--- src/rtl/hack_datapath_pkg.sv ---
// Shared definitions for the Hack datapath: default width, alu_ctrl bit
// positions and the commonly used alu_ctrl encodings.
package hack_datapath_pkg;

  localparam int unsigned HACK_WIDTH = 16;

  // Bit positions within alu_ctrl = {zx,nx,zy,ny,f,no}
  localparam int unsigned CTRL_ZX = 5;
  localparam int unsigned CTRL_NX = 4;
  localparam int unsigned CTRL_ZY = 3;
  localparam int unsigned CTRL_NY = 2;
  localparam int unsigned CTRL_F  = 1;
  localparam int unsigned CTRL_NO = 0;

  localparam logic [5:0] ADD       = 6'b000010;
  localparam logic [5:0] AND       = 6'b000000;
  localparam logic [5:0] X_MINUS_Y = 6'b010011;
  localparam logic [5:0] ZERO      = 6'b101010;
  localparam logic [5:0] ONE       = 6'b111111;
  localparam logic [5:0] NEG_ONE   = 6'b111010;

endpackage

--- src/rtl/hack_datapath_alu.sv ---
// Purely combinational Hack ALU: operand zero/negate, add or and,
// optional output negate, plus zero and negative flags.
module hack_alu
  import hack_datapath_pkg::*;
#(
  parameter int unsigned WIDTH = HACK_WIDTH
) (
  input  logic [WIDTH-1:0] x,
  input  logic [WIDTH-1:0] y,
  input  logic [5:0]       ctrl,
  output logic [WIDTH-1:0] out,
  output logic             zr,
  output logic             ng
);

  logic [WIDTH-1:0] x1, x2, y1, y2, r;

  always_comb begin
    x1  = ctrl[CTRL_ZX] ? '0 : x;
    x2  = ctrl[CTRL_NX] ? ~x1 : x1;
    y1  = ctrl[CTRL_ZY] ? '0 : y;
    y2  = ctrl[CTRL_NY] ? ~y1 : y1;
    r   = ctrl[CTRL_F] ? (x2 + y2) : (x2 & y2);
    out = ctrl[CTRL_NO] ? ~r : r;
  end

  assign zr = (out == '0);
  assign ng = out[WIDTH-1];

endmodule

--- src/rtl/hack_datapath.sv ---
// Hack CPU datapath slice: combinational ALU plus independent A, D and PC
// registers; all routing between them is left to the parent.
module hack_datapath
  import hack_datapath_pkg::*;
#(
  parameter int unsigned WIDTH = HACK_WIDTH
) (
  input  logic             clk,
  input  logic             reset,
  input  logic [WIDTH-1:0] alu_x,
  input  logic [WIDTH-1:0] alu_y,
  input  logic [5:0]       alu_ctrl,
  output logic [WIDTH-1:0] alu_out,
  output logic             alu_zr,
  output logic             alu_ng,
  input  logic [WIDTH-1:0] a_in,
  input  logic             a_load,
  output logic [WIDTH-1:0] a_out,
  input  logic [WIDTH-1:0] d_in,
  input  logic             d_load,
  output logic [WIDTH-1:0] d_out,
  input  logic [WIDTH-1:0] pc_in,
  input  logic             pc_load,
  input  logic             pc_inc,
  input  logic             pc_clr,
  output logic [WIDTH-1:0] pc_out
);

  logic [WIDTH-1:0] a_reg, d_reg, pc_reg;

  hack_alu #(.WIDTH(WIDTH)) u_alu (
    .x    (alu_x),
    .y    (alu_y),
    .ctrl (alu_ctrl),
    .out  (alu_out),
    .zr   (alu_zr),
    .ng   (alu_ng)
  );

  always_ff @(posedge clk or negedge reset) begin
    if (!reset) begin
      a_reg <= '0;
    end else if (a_load) begin
      a_reg <= a_in;
    end
  end

  always_ff @(posedge clk or negedge reset) begin
    if (!reset) begin
      d_reg <= '0;
    end else if (d_load) begin
      d_reg <= d_in;
    end
  end

  // Synchronous clear outranks load, which outranks increment.
  always_ff @(posedge clk or negedge reset) begin
    if (!reset) begin
      pc_reg <= '0;
    end else if (pc_clr) begin
      pc_reg <= '0;
    end else if (pc_load) begin
      pc_reg <= pc_in;
    end else if (pc_inc) begin
      pc_reg <= pc_reg + WIDTH'(1);
    end
  end

  assign a_out  = a_reg;
  assign d_out  = d_reg;
  assign pc_out = pc_reg;

endmodule

--- config.mk ---
export PLATFORM = sky130hd
export DESIGN_NAME = hack_datapath
export DESIGN_NICKNAME = d
export VERILOG_FILES = /design/src/rtl/hack_datapath_pkg.sv /design/src/rtl/hack_datapath_alu.sv /design/src/rtl/hack_datapath.sv
export SDC_FILE = /design/constraint.sdc
export NUM_CORES = 1
export LEC_CHECK = 0
export ABC_AREA = 0
export BUFFER_PORTS_ARGS = -buffer_cell sky130_fd_sc_hd__buf_4
export CAP_MARGIN = 20
export CORE_MARGIN = 3
export CORE_UTILIZATION = 53
export CTS_CLUSTER_SIZE = 30
export DETAILED_ROUTE_END_ITERATION = 6
export GPL_ROUTABILITY_DRIVEN = 0
export PLACE_DENSITY = 0.87
export RECOVER_POWER = 100
export SYNTH_ARGS = -nofsm -noshare
export SYNTH_HDL_FRONTEND = slang
export SYNTH_SLANG_ARGS = --single-unit
--- constraint.sdc ---
create_clock -name clk -period 12.4 [get_ports clk]
set_input_delay 1.24 -clock clk [delete_from_list [all_inputs] [get_ports clk]]
set_output_delay 1.24 -clock clk [all_outputs]
set_load 0.1 [all_outputs]
# After elaboration in Yosys (flattened, before gate mapping)
# Cells that the tools add are included.
# word_totals
memories,0
romBits,0
out_inout_bits,66
input_bits,93
ff_bits,48
mem_bits_rw,0
latchBits,0
# op_classes
n_shift,0
n_reduce_logical,2
eq_ne,0
multipliers,0
order_cmp,0
mux,9
n_div,0
n_addsub,2
bitwise_logic,4
# ops
cell,n
16-bit two-way mux,9
16-bit inverter,3
16-bit by 1-bit adder with 16-bit output (second input constant),1
16-bit adder,1
16-bit AND,1
16-bit logical NOT,1
3-bit nonzero test,1

# Depth between registers and ports, before layout
# Gate-level depths: netlist (run 1).
# depth
word_depth,8
depth_mapped,12
depth_no_buf,12

# Modules after synthesis
# A second synthesis (run 1) with hierarchy kept.
# unflattened
hier_cells,441
hier_area_um2,4047.6
# modules_own_cells
module,area_each_um2,seq_area_each_um2,n_inst,cells_per_inst
hack_datapath,2140.8,1201.2,1,174
hack_alu,1906.8,0.0,1,267

# Least setup slack after synthesis (run 1)
# No wires, ideal clock.
# synth_path
kind,input -> output
start,input alu_ctrl[4]
end,output alu_zr
slack_ps,4269
required_ps,11160
stages,12
path_buffers,2
arrival_time_ps,6891
cell_sequence,clkbuf_1 -> buf_1 -> xnor2_1 -> fa_1 -> a21o_1 -> a2111o_1 -> xnor2_1 -> nor2_1 -> a21oi_1 -> xnor2_1 -> or4_1 -> a2111oi_2
# synth_between
elab_chain_cells,6
word_cells_on_any_way,7
cone_classes,1 x add/sub; 3 x mux; 2 x bitwise; 1 x reduce/logical
# synth_lines
item,line,text
start: declaration,hack_datapath.sv:12,"input logic [5:0] alu_ctrl,"
16-bit two-way mux *,hack_datapath_alu.sv:20,x2 = ctrl[CTRL_NX] ? ~x1 : x1;
16-bit adder / 16-bit AND (equally long branches),hack_datapath_alu.sv:23,r = ctrl[CTRL_F] ? (x2 + y2) : (x2 & y2);
16-bit two-way mux *,hack_datapath_alu.sv:23,
16-bit inverter,hack_datapath_alu.sv:24,out = ctrl[CTRL_NO] ? ~r : r;
16-bit two-way mux *,hack_datapath_alu.sv:24,
via alu_out[6],hack_datapath.sv:13,"output logic [WIDTH-1:0] alu_out,"
16-bit logical NOT *,hack_datapath_alu.sv:27,assign zr = (out == '0);
end: declaration,hack_datapath.sv:14,"output logic alu_zr,"
# Mark *: on every way through the listed nets, which the timed path passes. The rest lies on a longest branch.

# Worst setup path after layout (run 1)
# layout_path
start,input alu_ctrl[3]
end,output alu_zr
# layout_between
elab_chain_cells,8
word_cells_on_any_way,9
cone_classes,1 x add/sub; 4 x mux; 3 x bitwise; 1 x reduce/logical
# layout_lines
item,line,text
16-bit two-way mux *,hack_datapath_alu.sv:21,y1 = ctrl[CTRL_ZY] ? '0 : y;
16-bit inverter,hack_datapath_alu.sv:22,y2 = ctrl[CTRL_NY] ? ~y1 : y1;
16-bit two-way mux *,hack_datapath_alu.sv:22,
16-bit adder / 16-bit AND (equally long branches),hack_datapath_alu.sv:23,
16-bit two-way mux *,hack_datapath_alu.sv:23,
16-bit inverter,hack_datapath_alu.sv:24,
16-bit two-way mux *,hack_datapath_alu.sv:24,
16-bit logical NOT *,hack_datapath_alu.sv:27,
# Every way passes the cells marked *; elsewhere a longest branch is shown, timed or not.

==> flow_summary.ini, run 1 <==
[placement]
dp_hpwl_mm = 8.44
port_buffers = 158
dp.cells = 634

[power]
powerDensity_nw_per_um2 = 151
p_total_mw = 0.724
p_leak_nw = 2.09
vdd_ir_drop_max_mv = 0.100

[sta]
period_share_pct = 53.6
relSlewSlack_pct = -71.7
hold_viol = 0
fmax_mhz = 150
grt_setup_unrepaired = false
final.setup_skew_ps = 5.68
drv_slew = 49
tightestPinTransition_ps = 2580
tns_ps = 0
setup_violations = 0
period_needed_ps = 6650
fin_hold_ws_ps = 515

[clocking]
cts_made_buffers = 5
cts_tree = done
post_cts_resized = 0
clkLatencyLatePin_ps = 300
postCtsSetupBuffers = 0
htreeDepth = 2
clock_path_buffers = 2
clkTransAtPathRegs_ps = 90
root_buffer = clkbuf_8
cts_sinks = 48
hold_buffers = 0

[logic_synthesis]
yosysUniqueCellTypes = 49
ys_seq_elements = 48
yosys_warnings = 0
synth.top_cells.by_area = dfrtp_1 32%, xnor2_1 12%, mux2_2 9.8%, ha_1 5.6%, nand2b_1 5.6%
synthCells = 404
synth_common_cells = 53 x xnor2_1, 48 x dfrtp_1, 40 x nor2_1
synthFlopType = dfrtp_1
synth_nets = 515
async_flop_share_pct = 100
synth_top_area_cell = dfrtp_1
synth_top_area_share_pct = 31.8
synth_edf_count = 0
syn_area_sq_um = 3780
syn-mean-instance-area_sq_um = 9.36
synth_most_common_cell = xnor2_1
seq_area_frac_synth_pct = 31.8

[setup_path]
cp.arrival_ps = 5410
timing.critical_path.from_type = input port
critical_path_required_ps = 11160
end_kind = output pin
critPathKind = in2out
critical_path.max_fanout = 16

[detailed_routing]
drc_errors = 0
wl_mm = 10.6
num_vias = 3454
dr.pass1.iters = 4
viasPerCell = 5.39
drt_iter0_markers = 215
ant_nets = 0
wl_per_cell_um = 16.5

[floorplanning]
dieArea_sq_um = 8190
fp.dieH_um = 90.5
core_sq_um = 6870
die_w_um = 90.5
initial_core_util_pct = 55.1
io_pins = 159
rows = 30

[global_routing]
track_usage_pct = 25.8
grt_first_pass_wirelength_mm = 17.1
grt_max_degree = 49
antenna_found_initial = 0
globalRouteOverflowTotal = 0
grt_pass1_vias = 3550

[final_layout]
fin_cells = 641
nFillCells = 579
drive_above_1_share_pct = 24.2
finalNetCount = 656
area_growth_pct = 27.2
n_antenna_cell = 0

[min_path]
min_path_type = reg2reg

[status]
status = finished with violations
violations = max-capacitance violations, max-slew violations

[job]
cap_violations = 1
path summary, 6_finish.rpt:
path / end / cells past startpoint / slack, ps / from
setup / recovery: alu_zr / 14 / 5750 / alu_ctrl[3]
hold / removal: a_out[10] / 1 / 510 / a_out[10]
setup reg to reg: pc_out[15] / 8 / 10540 / pc_out[2]
hold reg to reg: a_out[10] / 1 / 510 / a_out[10]
max in group asynchronous: pc_out[1] / 1 / 9200 / reset
min in group asynchronous: a_out[14] / 1 / 1720 / reset
logic make-up (layout without fill, tap and decap cells):
family / count (synthesis) / after routing / synth area share [%]
and+or+nand+nor: 132 / 132 / 17.9
buffers and inverters: 27 / 168 / 2.98
DFF: 48 / 48 / 31.8
AOI/OAI and AO/OA: 58 / 58 / 10.4
muxes: 48 / 48 / 14.0
xor gates and xnor gates: 73 / 73 / 16.9
adders and majority gates: 18 / 18 / 6.15
cell type report:
class                   count  area (sq um)  area share, %
flip-flops and latches     48          1200           25.0
well taps                  96           120           2.50
repair buffers            158           931           19.4
multi-input cells         329          2450           51.0
clock buffers               6          82.6           1.72
inverters                   3          11.3          0.234
clock inverters             1          8.76          0.182
metrics by stage:
step / util (%) / setup slack [ps] / area [sq um]
finish: 70.0 / 5750 / 4810
global placement: 72.6 / 6380 / 4990
CTS: 73.9 / 6270 / 5080
global route: 70.0 / 5500 / 4810
floorplan: - / 4270 / 3780
detailed placement: 72.6 / 6270 / 4990
worst max-delay path, stage by stage:
cell	delay [ps]
buf_4	160
nand2b_1	160
xnor2_1	130
ha_1	260
fa_1	440
a21o_1	200
a211oi_1	230
nor3_1	70
a21o_1	190
or3_1	370
a211o_1	280
or4_1	430
a2111oi_2	350
clkbuf_1	890
per-layer routing:
layer,vias up,track usage [%],share of wire [%]
met2,150,48.1,53
met5,-,0,0
met1,1615,28.6,38
met3,15,6.75,7.0
met4,0,7.27,1.9
li1,1674,-,-
power breakdown:
part / switching [mW] / internal, mW
Sequential: 0.00919 / 0.170
Clock: 0.0527 / 0.0446
Combinational: 0.342 / 0.106
sequential cells by signal (all words and copies together) (netlist names):
name	flops
d_out	16
a_out	16
pc_out	16
cells in the final DEF (no fill, tap or decap), types with 2 or more instances in the layout:
cell type and count:
and4_1 3, nand2_1 16, inv_1 3, or3_1 2, nor2_1 40, mux2_2 30
ha_1 17, nand3_1 8, xor2_1 20, and3_1 4, o211ai_1 3, clkbuf_1 68
mux2_1 4, a21oi_1 26, xnor2_1 53, nand2b_1 34, clkbuf_8 6, and2_1 4
dfrtp_1 48, mux2i_1 13, o21ai_1 2, a211oi_1 2, nor3_1 9, nand4_1 6
buf_4 90, a2111oi_0 2, a21o_1 5, o21ai_0 6
(Power assumes the default switching activity.)
==> run 2: changes to the inputs <==
--- a/config.mk
+++ b/config.mk
@@ -5,15 +5,15 @@
 export SDC_FILE = /design/constraint.sdc
 export NUM_CORES = 1
 export LEC_CHECK = 0
-export ABC_AREA = 0
+export ABC_AREA = 1
 export BUFFER_PORTS_ARGS = -buffer_cell sky130_fd_sc_hd__buf_4
 export CAP_MARGIN = 20
 export CORE_MARGIN = 3
-export CORE_UTILIZATION = 53
+export CORE_UTILIZATION = 46
 export CTS_CLUSTER_SIZE = 30
 export DETAILED_ROUTE_END_ITERATION = 6
 export GPL_ROUTABILITY_DRIVEN = 0
-export PLACE_DENSITY = 0.87
+export PLACE_DENSITY = 0.78
 export RECOVER_POWER = 100
 export SYNTH_ARGS = -nofsm -noshare
 export SYNTH_HDL_FRONTEND = slang
==> constraint.sdc (replaced) <==
create_clock -name clk -period 6.1 [get_ports clk]
set_input_delay 0.61 -clock clk [delete_from_list [all_inputs] [get_ports clk]]
set_output_delay 0.61 -clock clk [all_outputs]
set_load 0.1 [all_outputs]
==> flow_summary.ini, run 2 <==
[clocking]
htreeDepth = 2
hold_buffers = 0
root_buffer = clkbuf_8
clkTransAtPathRegs_ps = 90
clock_path_buffers = 2
postCtsSetupBuffers = 0
post_cts_resized = 0
cts_sinks = 48
cts_tree = done
clkLatencyLatePin_ps = 290
cts_made_buffers = 5

[placement]
port_buffers = 158
placed_cell_area_sq_um = 5630
post-place-ws_ps = 1940
dp_hpwl_mm = 10.2
dp.cells = 876

[global_routing]
track_usage_pct = 23.2
antenna_found_initial = 0
grt_max_degree = 49
globalRouteOverflowTotal = 0
grt_first_pass_wirelength_mm = 21.3
grt_pass1_vias = 4558

[setup_path]
cp.arrival_ps = 4110
critical_path_required_ps = 5490
timing.critical_path.from_type = input port
critPathKind = in2out
end_kind = output pin
critical_path.max_fanout = 16

[status]
status = finished with violations
violations = max-capacitance violations, max-slew violations

[floorplanning]
fp.dieH_um = 104
io_pins = 159
die_w_um = 104
initial_core_util_pct = 48.8
rows = 34
core_sq_um = 8980
dieArea_sq_um = 10700

[final_layout]
final_common_cell = nand2_1
drive_above_1_share_pct = 23.0
fin_cells = 884
seq_area_sq_um = 1200
fin_area_sq_um = 5460
nFillCells = 885
layout_common_cells = 161 x nand2_1, 89 x inv_1, 88 x buf_4, 70 x clkbuf_1, 65 x nand3_1
area_growth_pct = 24.5
postLayoutCoreUtil_pct = 60.8
finalNetCount = 868
n_antenna_cell = 0
multiInputGateArea_sq_um = 2710

[sta]
period_needed_ps = 4720
fmax_mhz = 212
final.setup_skew_ps = 2.48
tns_ps = 0
period_share_pct = 77.5
hold_viol = 0
setup_violations = 0
tightestPinTransition_ps = 2590
relSlewSlack_pct = -72.4
fin_hold_ws_ps = 515
grt_setup_unrepaired = false
fin_ws_ps = 1380
drv_slew = 49

[logic_synthesis]
yosys_warnings = 0
synthFlopType = dfrtp_1
yosysUniqueCellTypes = 40
synth_most_common_cell = nand2_1
syn-mean-instance-area_sq_um = 7.15
synth.top_cells.by_area = dfrtp_1 27%, nand2_1 14%, xor2_1 9.6%, mux2_2 8.2%, inv_1 7.6%
synth_top_area_cell = dfrtp_1
synth_nets = 724
seq_area_frac_synth_pct = 27.4
ys_seq_elements = 48
synth_top_area_share_pct = 27.4
syn_area_sq_um = 4380
async_flop_share_pct = 100
synthCells = 613
synth_common_cells = 161 x nand2_1, 89 x inv_1, 65 x nand3_1
synth_edf_count = 0

[min_path]
min_path_type = reg2reg

[detailed_routing]
ant_nets = 0
wl_per_cell_um = 14.2
num_vias = 4456
drc_errors = 0
dr.pass1.iters = 5
viasPerCell = 5.04
wl_mm = 12.5
drt_iter0_markers = 114

[power]
p_leak_nw = 2.82
vdd_ir_drop_max_mv = 0.213
powerDensity_nw_per_um2 = 267
p_total_mw = 1.46

[job]
cap_violations = 1
[run 2: cell types whose count changed in the layout (fill, tap and decap cells not counted), sizes merged, moves of 28 or more]
cell,before,now
nand2,16,169
xnor2,53,1
xor2,20,48
nand2b,34,0
inv,3,94
nand3,8,74
[run 2: path summary, 6_finish.rpt]
path,startpoint,to,slack [ps],depth (start not counted)
hold reg to reg,a_out[4],a_out[4],520,1
max in group asynchronous,reset,pc_out[15],3520,1
hold / removal,a_out[4],a_out[4],520,1
setup reg to reg,pc_out[0],pc_out[12],4260,8
min in group asynchronous,reset,d_out[12],1120,1
setup / recovery,alu_ctrl[5],alu_zr,1380,18
[run 2: critical path: stages]
cell and delay [ps]:
buf_4 110, inv_1 340, nand2_1 130, xor2_1 160, inv_1 60, ha_1 230, fa_1 420, nand3_1 110
nand3_1 110, or2_2 290, nand3_1 80, o211ai_1 90, nand2_1 110, nand3_1 80, nor2_1 130, nand3_1 90
nor2_1 90, clkbuf_1 870
[run 2: routing by layer]
layer  wire length [um]  track usage [%]  up-vias
met5                  0                0        -
met1               4720             26.2     2065
met2               6730             44.4      160
li1                   -                -     2217
met4                208             5.79        0
met3                888             4.73       14
[run 2: kinds of logic (layout without fill, tap and decap cells)]
kind of cell,after synthesis,count (layout),synth area share [%]
AND/OR/NAND/NOR,312,312,32.8
AO/OA/AOI/OAI,36,36,5.68
buffers and inverters,118,263,10.8
adder cells (fa/ha/maj),18,18,5.31
multiplexers,32,32,8.22
flip-flops,48,48,27.4
XOR/XNOR,49,49,9.79
[run 2: final cells by class]
type | count | area share (%)
Clock inverter | 2 | 0.275
Timing Repair Buffer | 159 | 17.1
Tap cell | 126 | 2.89
Inverter | 96 | 6.60
Clock buffer | 6 | 1.51
Multi-Input combinational cell | 447 | 49.6
Sequential cell | 48 | 22.0
[run 2: report_power, final]
group / internal (mW) / total (mW) / switching (mW)
combinational: 0.202 / 0.883 / 0.681
clock: 0.0920 / 0.203 / 0.111
sequential: 0.347 / 0.370 / 0.0224
